[config.mk]
export PLATFORM = sky130hd
export DESIGN_NAME = display_scan_controller
export DESIGN_NICKNAME = d
export VERILOG_FILES = /design/src/rtl/display_scan_controller.sv
export SDC_FILE = /design/constraint.sdc
export NUM_CORES = 1
export LEC_CHECK = 0
export CAP_MARGIN = 20
export CORE_MARGIN = 5
export CORE_UTILIZATION = 59
export CTS_BUF_LIST = sky130_fd_sc_hd__clkbuf_4 sky130_fd_sc_hd__clkbuf_8
export DETAILED_ROUTE_END_ITERATION = 12
export PLACE_DENSITY = 0.82
export SYNTH_ARGS = -nofsm -noshare
export SYNTH_HDL_FRONTEND = slang
export SYNTH_SLANG_ARGS = --single-unit
[constraint.sdc]
create_clock -name clk -period 3.9 [get_ports clk]
set_input_delay 0.585 -clock clk [delete_from_list [all_inputs] [get_ports clk]]
set_output_delay 0.585 -clock clk [all_outputs]
set_load 0.05 [all_outputs]
[src/rtl/display_scan_controller.sv]
// Multiplexed scan controller for a common-anode seven-segment bank.
// Double-buffers hex data, blanks between digits, handles dp, blink and leading-zero suppression.
module display_scan_controller #(
    parameter int unsigned DIGITS       = 8,
    parameter int unsigned SCAN_DIV     = 100000,
    parameter int unsigned BLANK_CYCLES = 16,
    parameter int unsigned BLINK_FRAMES = 32
) (
    input  logic                  clk,
    input  logic                  rst_n,
    input  logic [4*DIGITS-1:0]   value,
    input  logic [DIGITS-1:0]     dpMask,
    input  logic [DIGITS-1:0]     blinkMask,
    input  logic                  blankZeros,
    input  logic                  load,
    output logic                  updated,
    output logic [DIGITS-1:0]     an,
    output logic [7:0]            seg
);

    localparam int unsigned CntW = (SCAN_DIV > 1) ? $clog2(SCAN_DIV) : 1;
    localparam int unsigned DigW = (DIGITS > 1) ? $clog2(DIGITS) : 1;
    localparam int unsigned FrW  = (BLINK_FRAMES > 1) ? $clog2(BLINK_FRAMES) : 1;

    localparam logic [CntW-1:0] CntLast  = CntW'(SCAN_DIV - 1);
    localparam logic [CntW-1:0] CntBlank = CntW'(BLANK_CYCLES);
    localparam logic [DigW-1:0] DigLast  = DigW'(DIGITS - 1);
    localparam logic [FrW-1:0]  FrLast   = FrW'(BLINK_FRAMES - 1);

    typedef enum logic [0:0] {StBlank, StDrive} state_e;

    state_e                state_q, state_d;
    logic [CntW-1:0]       cnt_q, cnt_d;
    logic [DigW-1:0]       digit_q, digit_d;
    logic [FrW-1:0]        frame_q, frame_d;
    logic                  phase_q, phase_d;
    logic [4*DIGITS-1:0]   act_val_q, act_val_d, pend_val_q, pend_val_d;
    logic [DIGITS-1:0]     act_dp_q, act_dp_d, pend_dp_q, pend_dp_d;
    logic [DIGITS-1:0]     act_blink_q, act_blink_d, pend_blink_q, pend_blink_d;
    logic                  act_bz_q, act_bz_d, pend_bz_q, pend_bz_d;
    logic                  pend_valid_q, pend_valid_d;
    logic                  updated_q, updated_d;
    logic [DIGITS-1:0]     an_q, an_d;
    logic [7:0]            seg_q, seg_d;
    logic                  wrap, boundary;

    function automatic logic [6:0] hex_pattern(input logic [3:0] n);
        case (n)
            4'h0: return 7'h3F;
            4'h1: return 7'h06;
            4'h2: return 7'h5B;
            4'h3: return 7'h4F;
            4'h4: return 7'h66;
            4'h5: return 7'h6D;
            4'h6: return 7'h7D;
            4'h7: return 7'h07;
            4'h8: return 7'h7F;
            4'h9: return 7'h6F;
            4'hA: return 7'h77;
            4'hB: return 7'h7C;
            4'hC: return 7'h39;
            4'hD: return 7'h5E;
            4'hE: return 7'h79;
            default: return 7'h71;
        endcase
    endfunction

    always_ff @(posedge clk) begin
        if (!rst_n) begin
            state_q      <= StBlank;
            cnt_q        <= '0;
            digit_q      <= '0;
            frame_q      <= '0;
            phase_q      <= 1'b0;
            act_val_q    <= '0;
            act_dp_q     <= '0;
            act_blink_q  <= '0;
            act_bz_q     <= 1'b0;
            pend_val_q   <= '0;
            pend_dp_q    <= '0;
            pend_blink_q <= '0;
            pend_bz_q    <= 1'b0;
            pend_valid_q <= 1'b0;
            updated_q    <= 1'b0;
            an_q         <= '1;
            seg_q        <= 8'hFF;
        end else begin
            state_q      <= state_d;
            cnt_q        <= cnt_d;
            digit_q      <= digit_d;
            frame_q      <= frame_d;
            phase_q      <= phase_d;
            act_val_q    <= act_val_d;
            act_dp_q     <= act_dp_d;
            act_blink_q  <= act_blink_d;
            act_bz_q     <= act_bz_d;
            pend_val_q   <= pend_val_d;
            pend_dp_q    <= pend_dp_d;
            pend_blink_q <= pend_blink_d;
            pend_bz_q    <= pend_bz_d;
            pend_valid_q <= pend_valid_d;
            updated_q    <= updated_d;
            an_q         <= an_d;
            seg_q        <= seg_d;
        end
    end

    always_comb begin
        wrap     = (cnt_q == CntLast);
        boundary = wrap && (digit_q == DigLast);
        cnt_d    = wrap ? '0 : cnt_q + 1'b1;
        digit_d  = digit_q;
        if (wrap) begin
            digit_d = (digit_q == DigLast) ? '0 : digit_q + 1'b1;
        end

        state_d = state_q;
        unique case (state_q)
            StBlank: state_d = (cnt_d >= CntBlank) ? StDrive : StBlank;
            StDrive: if (wrap) state_d = (CntBlank == '0) ? StDrive : StBlank;
            default: state_d = StBlank;
        endcase

        frame_d = frame_q;
        phase_d = phase_q;
        if (boundary) begin
            if (frame_q == FrLast) begin
                frame_d = '0;
                phase_d = ~phase_q;
            end else begin
                frame_d = frame_q + 1'b1;
            end
        end

        pend_val_d   = pend_val_q;
        pend_dp_d    = pend_dp_q;
        pend_blink_d = pend_blink_q;
        pend_bz_d    = pend_bz_q;
        pend_valid_d = pend_valid_q;
        act_val_d    = act_val_q;
        act_dp_d     = act_dp_q;
        act_blink_d  = act_blink_q;
        act_bz_d     = act_bz_q;
        updated_d    = 1'b0;
        if (load) begin
            pend_val_d   = value;
            pend_dp_d    = dpMask;
            pend_blink_d = blinkMask;
            pend_bz_d    = blankZeros;
            pend_valid_d = 1'b1;
        end
        // A load on the boundary cycle bypasses the pending buffer.
        if (boundary) begin
            if (load) begin
                act_val_d   = value;
                act_dp_d    = dpMask;
                act_blink_d = blinkMask;
                act_bz_d    = blankZeros;
                updated_d   = 1'b1;
            end else if (pend_valid_q) begin
                act_val_d   = pend_val_q;
                act_dp_d    = pend_dp_q;
                act_blink_d = pend_blink_q;
                act_bz_d    = pend_bz_q;
                updated_d   = 1'b1;
            end
            pend_valid_d = 1'b0;
        end
    end

    // Outputs are computed from next-state so the registered pins match the slot position.
    logic [DIGITS-1:0] lz;
    logic              zero_run;
    logic [3:0]        nib;
    logic              sup;

    always_comb begin
        lz       = '0;
        zero_run = 1'b1;
        for (int i = DIGITS - 1; i >= 1; i--) begin
            zero_run = zero_run && (act_val_d[4*i +: 4] == 4'h0);
            lz[i]    = act_bz_d && zero_run;
        end
        nib   = act_val_d[{digit_d, 2'b00} +: 4];
        sup   = (phase_d && act_blink_d[digit_d]) || lz[digit_d];
        an_d  = '1;
        seg_d = 8'hFF;
        if (state_d == StDrive && !sup) begin
            an_d[digit_d] = 1'b0;
            seg_d         = {~act_dp_d[digit_d], ~hex_pattern(nib)};
        end
    end

    assign updated = updated_q;
    assign an      = an_q;
    assign seg     = seg_q;

endmodule
==> Word-level counts from Yosys, hierarchy flattened <==
Memory sizes are Yosys's and may differ from the RTL's.
Index checks and enable logic that the tools add are counted.
{ "classes": {"addsub": 3, "multipliers": 0, "n_div": 0, "n_lt_le_gt_ge": 3, "n_eq_ne": 3, "shift": 1, "mux": 32, "bitwise_logic": 6, "n_reduce_logical": 29} }
{ "op_table": {"columns": ["operator", "count"], "rows": [
  ["$mux W32", 3],
  ["$mux W8", 6],
  ["$shiftx A32 B6 Y4", 1],
  ["$logic_not A4 Y1", 7],
  ["$add A17 B1 Y17 const B", 1],
  ["$eq A17 B17 Y1 const B", 1],
  ["$ge A17 B5 Y1 const B", 1],
  ["$logic_and A1 B1 Y1", 17],
  ["$mux W17", 1],
  ["$mux W1", 13],
  ["$bmux W1 S3", 3],
  ["$not A8 Y8", 1],
  ["$mux W7", 1],
  ["$not A7 Y7", 1],
  ["$mux W3", 2],
  ["$add A5 B1 Y5 const B", 1],
  ["$eq A5 B5 Y1 const B", 1],
  ["$mux W5", 1],
  ["$lt A3 B4 Y1 const B", 1],
  ["$not A1 Y1", 4],
  ["$reduce_and A2 Y1", 2],
  ["$add A3 B1 Y3 const B", 1],
  ["$demux W1 S3", 1],
  ["$eq A3 B3 Y1 const B", 1],
  ["other kinds (5)", 5]
]} }
{ "totals": {"regBits": 143, "latchBits": 0, "ramBits": 0, "rom_bits": 112, "inputBits": 52, "out_inout_bits": 17, "wordCells": 95, "mem_count": 1} }
{ "memory_table": {"columns": ["memory", "depth", "width", "rd", "rd_ports_with_merged_regs", "write_ports", "line_no", "source"], "rows": [
  ["(no name shown)", 16, 7, 1, 0, 0, "48", "case (n)"]
]} }

==> Longest topological paths before layout <==
Gate-level depths: netlist of run 1.
{ "depth": {"word_depth": 18, "mapped_depth": 18, "depth_no_buf": 14} }

==> Worst setup path before layout of run 1 <==
OpenSTA, ideal clock, no wires.
{ "synth_path": {"path_type": "register -> register", "from": "register digit_q[1]", "to": "register seg_q[3] (netlist: seg[3])", "setup_time_ps": 138, "t_arrival_ps": 3244, "t_required_ps": 3762, "slack_ps": 517, "stages_incl_launch_ff": 18, "path_buffers": 4, "synth_period_minus_slack_ps": 3383, "path_cell_list": "dfxtp_1 -> ha_1 -> ha_1 -> nand4bb_4 -> or3_1 -> buf_2 -> or2_0 -> clkbuf_1 -> clkbuf_1 -> buf_2 -> o21ai_0 -> a22oi_1 -> nand4b_1 -> inv_1 -> ha_1 -> a21oi_1 -> a211oi_1 -> o21ai_0"} }
{ "synth_via": {"elab_chain_len": 17, "word_cells_on_any_way": 42, "cone_classes": "1 x add/sub; 1 x eq/ne; 1 x shift; 11 x mux; 1 x bitwise; 26 x reduce/logical; 1 x memory"} }
{ "synth_lines": {"columns": ["item", "line_no", "source"], "rows": [
  ["start: declaration", "34", "logic [DigW-1:0] digit_q, digit_d;"],
  ["start signal: assignment", "90", "digit_q <= digit_d;"],
  ["branches (longest 17 deep; another with $mem_v2 Z16 W7)", null, null],
  ["end signal: assignment", "104", "seg_q <= seg_d;"],
  ["end: declaration", "44", "logic [7:0] seg_q, seg_d;"]
]} }
Parallel ways; which one is timed is not known. The select of a mux whose other input is x is not followed.
A chain may end at the register's enable or synchronous reset.

==> Final worst setup path of run 1 <==
Same ends and word-level chain as after synthesis.

==> out/summary.txt, run 1 <==
Crit Path Max Fanout = 15
Syn Inst Count = 749
clk root buf = clkbuf_8
DRT antenna net count = 0
WHS Endpoint = frame_q[4]$_SDFFE_PN0N_
final setup violating endpoints = 0
Netlist cell types = 65
Final Util = 0.724
R2R setup slack = 0.21 ns
R2R cell count = 14
Worst Max-Slew Pin Slew = 0.966 ns
headroom to the max-slew limit = 0.350
largest net degree at the start of global routing = 56
max-cap viol count = 0
post-synth top area share = 0.430
standard-cell rows = 38
routed len/inst = 18.6 microns
H-tree lvl count = 4
Max VDD drop = 0.000292 V
via count = 5917
fin worst setup slack = 0.209 ns
CP required = 4.24 ns
I/O pins = 69
n_diodes = 0
crit path from = digit_q[1]$_SDFF_PN0_
Worst Hold Path Cells = 2
#FFs+latches synth = 143
RSZ-0062 raised after global routing = false
Post-Route WL = 18.0 mm
first-pass GRT wire length = 28.6 mm
crit path capture type = flip-flop
Leakage = 3.00 nW
Final min period = 3.69 ns
DRT Pass-1 Iters = 7
DP HPWL = 13.0 mm
die area = 13500 sq um
1st-iter DRT viols = 411
Num CTS Buffers = 17
vias per inst = 6.13
Syn Nets = 812
top_reg_cell synth = dfxtp_1
Max Fclk = 271 MHz
Max clock buf depth = 2
worst skew pair latency = 0.46 ns
GR Overflow Total = 0
Compound-Gate Fraction of Synth Area = 0.137
Layout Area Growth over Synthesis = 18.8%
worst path bufs/invs = 2
Die Ht = 116 microns
Starting Density = 0.609
Worst R2R End = seg[3]$_SDFF_PN1_
fraction of layout instances using a drive strength above 1 = 0.113
Synth Area in XOR/XNOR = 0.0184
Arrival @ worst endpoint = 4.03 ns
Clock Skew = 0.00894 ns
pre-CTS WS = -0.00151 ns
synth warn = 0
Setup Buffers After CTS = 0
vias in the first global route = 5762
status = complete, no violations
final instance area = 7920 sq um
CTS sink cnt = 143
post-synthesis mux area share = 0.112
routability cong. = 0.923
Crit path largest cell delay = 0.57 ns
synthesized area = 6660 sq um
final-stage net count = 879
CORE AREA = 10900 sq um
Area after DPL = 7500 sq um
Hold Path Origin = frame_q[4]$_SDFFE_PN0N_
clock-pin slew on the worst setup and hold paths = 0.07 ns
top-count cell post-synth = dfxtp_1
Adder-Cell Fraction of Synth Area = 0.0207
Post-synth EDFFs = 0
CP cell instances = ha_1, ha_1, nand4bb_4, or3_4, o21ai_0, a22oi_1, a2111oi_1, nand3_1, buf_4, ha_1, inv_1, a21oi_1, a211oi_1, o21ai_0
sequential area share after synthesis = 0.430
Avg Cell Area, Syn = 8.90 sq um
final hold vios = 0
main combinational cell family by area after synthesis = simple AND/OR/NAND/NOR gates
startpoint types = flip-flop
Hold Crit Class = flip-flop to flip-flop
top cells by area, synth = dfxtp_1 (43%), mux2i_1 (8.0%), nor2_1 (6.3%)
Synth top cells by count = dfxtp_1 (143), nor2_1 (112), o21ai_0 (54), mux2i_1 (53), nand2_1 (50)
leading area contributor after synthesis = dfxtp_1
gr usage total = 0.273
delay-heaviest family, CP = compound AO/OA/AOI/OAI gates
Tcrit/Tclk final = 0.946
Crit-path slowest cell = a2111oi_1
Most common cell on crit path = ha_1
Post-Synth Simple-Gate Area = 0.248
reg2reg start = digit_q[1]$_SDFF_PN0_
initial antenna violation count = 0
max-slew violations = 0
PD cells = 364 nW/um^2
Horiz. Die Dim = 116 microns
DRC viols = 0
CTS tree = built
ys async rst share = 0
Setup CP Type = flip-flop to flip-flop
Buffers on Ports = 68
where the power goes:
part	switching, mW	internal [mW]
registers	0.0164	1.49
clock network	0.531	0.656
logic	0.0911	0.0976
total	0.638	2.25
cells by family after synthesis:
group / Yosys count
flops: 143
mux: 72
buf+inv: 52
xor+xnor: 14
compound gates: 144
fa+ha+maj: 11
simple gates: 313
worst max path at each step:
stage | to | slack, ns | cells after the start
after global placement | seg[3]$_SDFF_PN1_ | 0.13 | 14
after floorplan | seg[3]$_SDFF_PN1_ | 0.52 | 17
final | seg[3]$_SDFF_PN1_ | 0.21 | 14
after global routing | seg[3]$_SDFF_PN1_ | 0.02 | 14
after detailed placement | seg[3]$_SDFF_PN1_ | -0.002 | 14
after CTS | seg[4]$_SDFF_PN1_ | 0.04 | 11
cell type report:
cell class / instances / area [sq um]
clock buffers: 24 / 318
clock inverters: 5 / 80.1
fillers: 839 / 3020
inverters: 10 / 37.5
multi-input cells: 554 / 3590
flip-flops and latches: 143 / 2860
well taps: 140 / 175
repair buffers: 90 / 853
per-stage QoR:
stage          power (mW)  std cells  hold WS, ns  setup TNS [ns]
6_report             2.88        966        0.482               0
5_1_grt              2.98        966        0.513               0
4_1_cts              2.90        966        0.484               0
3_5_place_dp         1.73        937        0.473        -0.00151
3_3_place_gp         1.72        937        0.446               0
2_1_floorplan        1.64        749        0.436               0
placed cells by master (no fill, tap or decap), drive strengths merged, types with 11 or more instances in the layout:
master,count
a21oi,33
a22oi,12
and2,30
buf,23
clkbuf,24
clkdlybuf4s50,67
dfxtp,143
ha,11
mux2,19
mux2i,53
nand2,50
nand3,20
nand4,13
nor2,114
nor3,17
nor4,14
o21ai,57
or3,13
registers in the layout, summed over array words and instances (netlist names), 5 cells and up:
register      cells
act_val_q        32
pend_val_q       32
cnt_q            17
act_blink_q       8
act_dp_q          8
an                8
pend_blink_q      8
pend_dp_q         8
seg               8
frame_q           5
worst reg2reg max path: stages (launching register included):
cell	delay, ns
dfxtp_1	0.48
ha_1	0.22
ha_1	0.27
nand4bb_4	0.17
or3_4	0.46
o21ai_0	0.25
a22oi_1	0.11
a2111oi_1	0.57
nand3_1	0.20
buf_4	0.19
ha_1	0.23
inv_1	0.10
a21oi_1	0.06
a211oi_1	0.17
o21ai_0	0.09
metal layers:
metal | global-route usage | up-vias | share of wire
met5 | 0 | - | 0
met4 | 0.138 | 0 | 0.038
met3 | 0.0788 | 57 | 0.085
met2 | 0.437 | 244 | 0.47
met1 | 0.336 | 2794 | 0.41
li1 | - | 2822 | -
what timing repair did:
action	in CTS	in global routing
gates resized for setup	1	2
setup endpoints to repair	2	8
gates cloned	0	0
hold buffers	0	0
(Power assumes the default switching activity.)
==> inputs of run 2 (changes only) <==
- ABC_AREA: not set -> 1
- CORE_UTILIZATION: 59 -> 50
- PLACE_DENSITY: 0.82 -> 0.71
==> out/summary.txt, run 2 <==
synth warn = 0 (unchanged)
top-count cell post-synth = nand2_1 (was dfxtp_1)
max-slew violations = 0 (unchanged)
Synth top cells by count = nand2_1 (436), dfxtp_1 (143), nor2_1 (135), inv_1 (79), a21oi_1 (59) (was dfxtp_1 (143), nor2_1 (112), o21ai_0 (54), mux2i_1 (53), nand2_1 (50))
routed len/inst = 13.7 microns (was 18.6 microns)
Num CTS Buffers = 17 (unchanged)
top_reg_cell synth = dfxtp_1 (unchanged)
headroom to the max-slew limit = 0.460 (was 0.350)
fraction of layout instances using a drive strength above 1 = 0.0750 (was 0.113)
I/O pins = 69 (unchanged)
synthesized area = 7370 sq um (was 6660 sq um)
Tcrit/Tclk final = 0.860 (was 0.946)
DRT Pass-1 Iters = 5 (was 7)
Die Ht = 131 microns (was 116 microns)
worst path bufs/invs = 2 (unchanged)
Crit Path Max Fanout = 12 (was 15)
# fillers = 1381 (was 839)
DRT antenna net count = 0 (unchanged)
final hold slack = 0.457 ns (was 0.482 ns)
final hold vios = 0 (unchanged)
n_diodes = 0 (unchanged)
Netlist cell types = 37 (was 65)
final instance area = 8580 sq um (was 7920 sq um)
post-synth top area share = 0.388 (was 0.430)
Horiz. Die Dim = 131 microns (was 116 microns)
Final Util = 0.593 (was 0.724)
GR Overflow Total = 0 (unchanged)
worst skew pair latency = 0.47 ns (was 0.46 ns)
Crit-path slowest cell = dfxtp_1 (was a2111oi_1)
ys async rst share = 0 (unchanged)
vias per inst = 5.18 (was 6.13)
CP cell instances = ha_1, nand2_2, nor2_8, nand3_2, nor2_2, nand3_1, nand2_2, inv_2, nor2_1, nand2_1, nand2_1, nor2_1, nand2_1, inv_1, ha_1, nand2_1, o21ai_1, nand2_1, nand2_1, nand2_1 (was ha_1, ha_1, nand4bb_4, or3_4, o21ai_0, a22oi_1, a2111oi_1, nand3_1, buf_4, ha_1, inv_1, a21oi_1, a211oi_1, o21ai_0)
clock-pin slew on the worst setup and hold paths = 0.09 ns (was 0.07 ns)
Comb pwr share = 0.070 (was 0.065)
final-stage net count = 1237 (was 879)
footprint of the multi-input gates = 3930 sq um (was 3590 sq um)
Setup CP Type = flip-flop to flip-flop (unchanged)
H-tree lvl count = 4 (unchanged)
Max Fclk = 298 MHz (was 271 MHz)
delay-heaviest family, CP = simple AND/OR/NAND/NOR gates (was compound AO/OA/AOI/OAI gates)
RSZ-0062 raised after global routing = false (unchanged)
Pwr Total = 3.02 mW (was 2.88 mW)
Leakage = 3.85 nW (was 3.00 nW)
clk root buf = clkbuf_8 (unchanged)
leading area contributor after synthesis = dfxtp_1 (unchanged)
die area = 17300 sq um (was 13500 sq um)
Most common cell on crit path = nand2_1 (was ha_1)
Layout Area Growth over Synthesis = 16.4% (was 18.8%)
largest net degree at the start of global routing = 72 (was 56)
Syn Inst Count = 1125 (was 749)
final setup violating endpoints = 0 (unchanged)
Max clock buf depth = 2 (unchanged)
Setup Buffers After CTS = 0 (unchanged)
Max VDD drop = 0.000193 V (was 0.000292 V)
#FFs+latches synth = 143 (unchanged)
routability cong. = 0.876 (was 0.923)
first-pass GRT wire length = 32.0 mm (was 28.6 mm)
Area after DPL = 8150 sq um (was 7500 sq um)
vias in the first global route = 6670 (was 5762)
DRC viols = 0 (unchanged)
Clock Skew = 0.0149 ns (was 0.00894 ns)
DP HPWL = 13.1 mm (was 13.0 mm)
Clk pwr share = 0.430 (was 0.411)
net switching power = 0.752 mW (was 0.638 mW)
top flop regs = act_val_q: 32 flops, pend_val_q: 32 flops, cnt_q: 17 flops (unchanged)
most frequent cells in the layout = nand2_1 (436), dfxtp_1 (143), nor2_1 (135) (was dfxtp_1 (143), nor2_1 (112), clkdlybuf4s50_1 (67))
post-CTS sizing = 0 (was 1)
Post-Layout Cell Count = 1371 (was 966)
top cells by area, synth = dfxtp_1 (39%), nand2_1 (22%), nor2_1 (6.9%) (was dfxtp_1 (43%), mux2i_1 (8.0%), nor2_1 (6.3%))
status = complete, no violations (unchanged)
sw frac = 0.249 (was 0.221)
via count = 7095 (was 5917)
Worst Max-Slew Pin Slew = 0.810 ns (was 0.966 ns)
CP required = 4.24 ns (about the same)
Starting Density = 0.509 (was 0.609)
Flop pwr share = 0.500 (was 0.523)
fin worst setup slack = 0.548 ns (was 0.209 ns)
Final min period = 3.35 ns (was 3.69 ns)
placed cells = 1339 (was 937)
standard-cell rows = 44 (was 38)
max-cap viol count = 0 (unchanged)
1st-iter DRT viols = 461 (was 411)
CTS sink cnt = 143 (unchanged)
Buffers on Ports = 68 (unchanged)
crit path capture type = flip-flop (unchanged)
Int Pwr = 2.26 mW (was 2.25 mW)
Post-Route WL = 18.8 mm (was 18.0 mm)
PD cells = 351 nW/um^2 (was 364 nW/um^2)
Crit path largest cell delay = 0.36 ns (was 0.57 ns)
Syn Nets = 1188 (was 812)
CTS tree = built (unchanged)
gr usage total = 0.221 (was 0.273)
Arrival @ worst endpoint = 3.69 ns (was 4.03 ns)
initial antenna violation count = 0 (unchanged)
Avg Cell Area, Syn = 6.55 sq um (was 8.90 sq um)
Hold Crit Class = flip-flop to flip-flop (unchanged)
Post-synth EDFFs = 0 (unchanged)
most common cell after layout, fill and taps aside = nand2_1 (was dfxtp_1)
CORE AREA = 14500 sq um (was 10900 sq um)
TNS Setup = 0 ns (unchanged)
pre-CTS WS = 0.576 ns (was -0.00151 ns)
sequential area share after synthesis = 0.388 (was 0.430)
register area = 2860 sq um (unchanged)
Hold Buf Count CTS = 0 (unchanged)
startpoint types = flip-flop (unchanged)
==> run 2: cell count changes after synthesis, sizes merged, moves of 29 or more <==
| cell | previous run | this run |
|---|---|---|
| nor2 | 114 | 151 |
| mux2i | 53 | 16 |
| and2 | 30 | 0 |
| inv | 10 | 89 |
| nand3 | 20 | 49 |
| nand2 | 50 | 445 |
==> run 2: power by group through the flow <==
stage | registers, mW | clock network, mW | logic (mW)
final | 1.51 | 1.30 | 0.211
after global placement | 1.54 | 0 | 0.207
after CTS | 1.51 | 1.32 | 0.212
after global routing | 1.51 | 1.39 | 0.237
after detailed placement | 1.54 | 0 | 0.210
after floorplan | 1.54 | 0 | 0.121
==> run 2: final cells by class <==
type,count,share of cell area
multi-input combinational,841,0.458
inverter,90,0.0395
timing repair buffer,81,0.0916
clock buffer,19,0.0305
tap,184,0.0268
sequential,143,0.334
clock inverter,13,0.0201
==> run 2: cell families (layout without fill, tap and decap cells) <==
logic type                 count (synthesis)  count (layout)  share of synthesized area
and+or+nand+nor                          693             693                      0.400
DFF                                      143             143                      0.388
buffers and inverters                    141             203                     0.0788
AOI/OAI and AO/OA                        114             114                     0.0840
muxes                                     16              16                     0.0217
adders and majority gates                 11              11                     0.0187
xor gates and xnor gates                   7               7                    0.00832
==> run 2: path summary, 6_finish.rpt <==
| kind | depth (start not counted) | end | from | slack, ns |
|---|---|---|---|---|
| setup / recovery | 20 | seg[3]$_SDFF_PN1_ | cnt_q[0]$_SDFF_PN0_ | 0.55 |
| hold / removal | 2 | frame_q[4]$_SDFFE_PN0N_ | frame_q[4]$_SDFFE_PN0N_ | 0.46 |
| setup reg to reg | 20 | seg[3]$_SDFF_PN1_ | cnt_q[0]$_SDFF_PN0_ | 0.55 |
| hold reg to reg | 2 | frame_q[4]$_SDFFE_PN0N_ | frame_q[4]$_SDFFE_PN0N_ | 0.46 |
==> run 2: worst reg2reg max path, cell delays in order (launching register included) <==
cell and delay, ns:
dfxtp_1 0.36, ha_1 0.27, nand2_2 0.13, nor2_8 0.16, nand3_2 0.08, nor2_2 0.14, nand3_1 0.10, nand2_2 0.31
inv_2 0.17, nor2_1 0.30, nand2_1 0.15, nand2_1 0.09, nor2_1 0.04, nand2_1 0.18, inv_1 0.12, ha_1 0.30
nand2_1 0.06, o21ai_1 0.09, nand2_1 0.06, nand2_1 0.06, nand2_1 0.04
==> run 2: routing by layer <==
metal	part of all wire	GRT usage	vias up
met4	0.020	0.0789	0
met5	0	0	-
met3	0.043	0.0501	29
met2	0.48	0.361	140
li1	-	-	3651
met1	0.46	0.286	3275
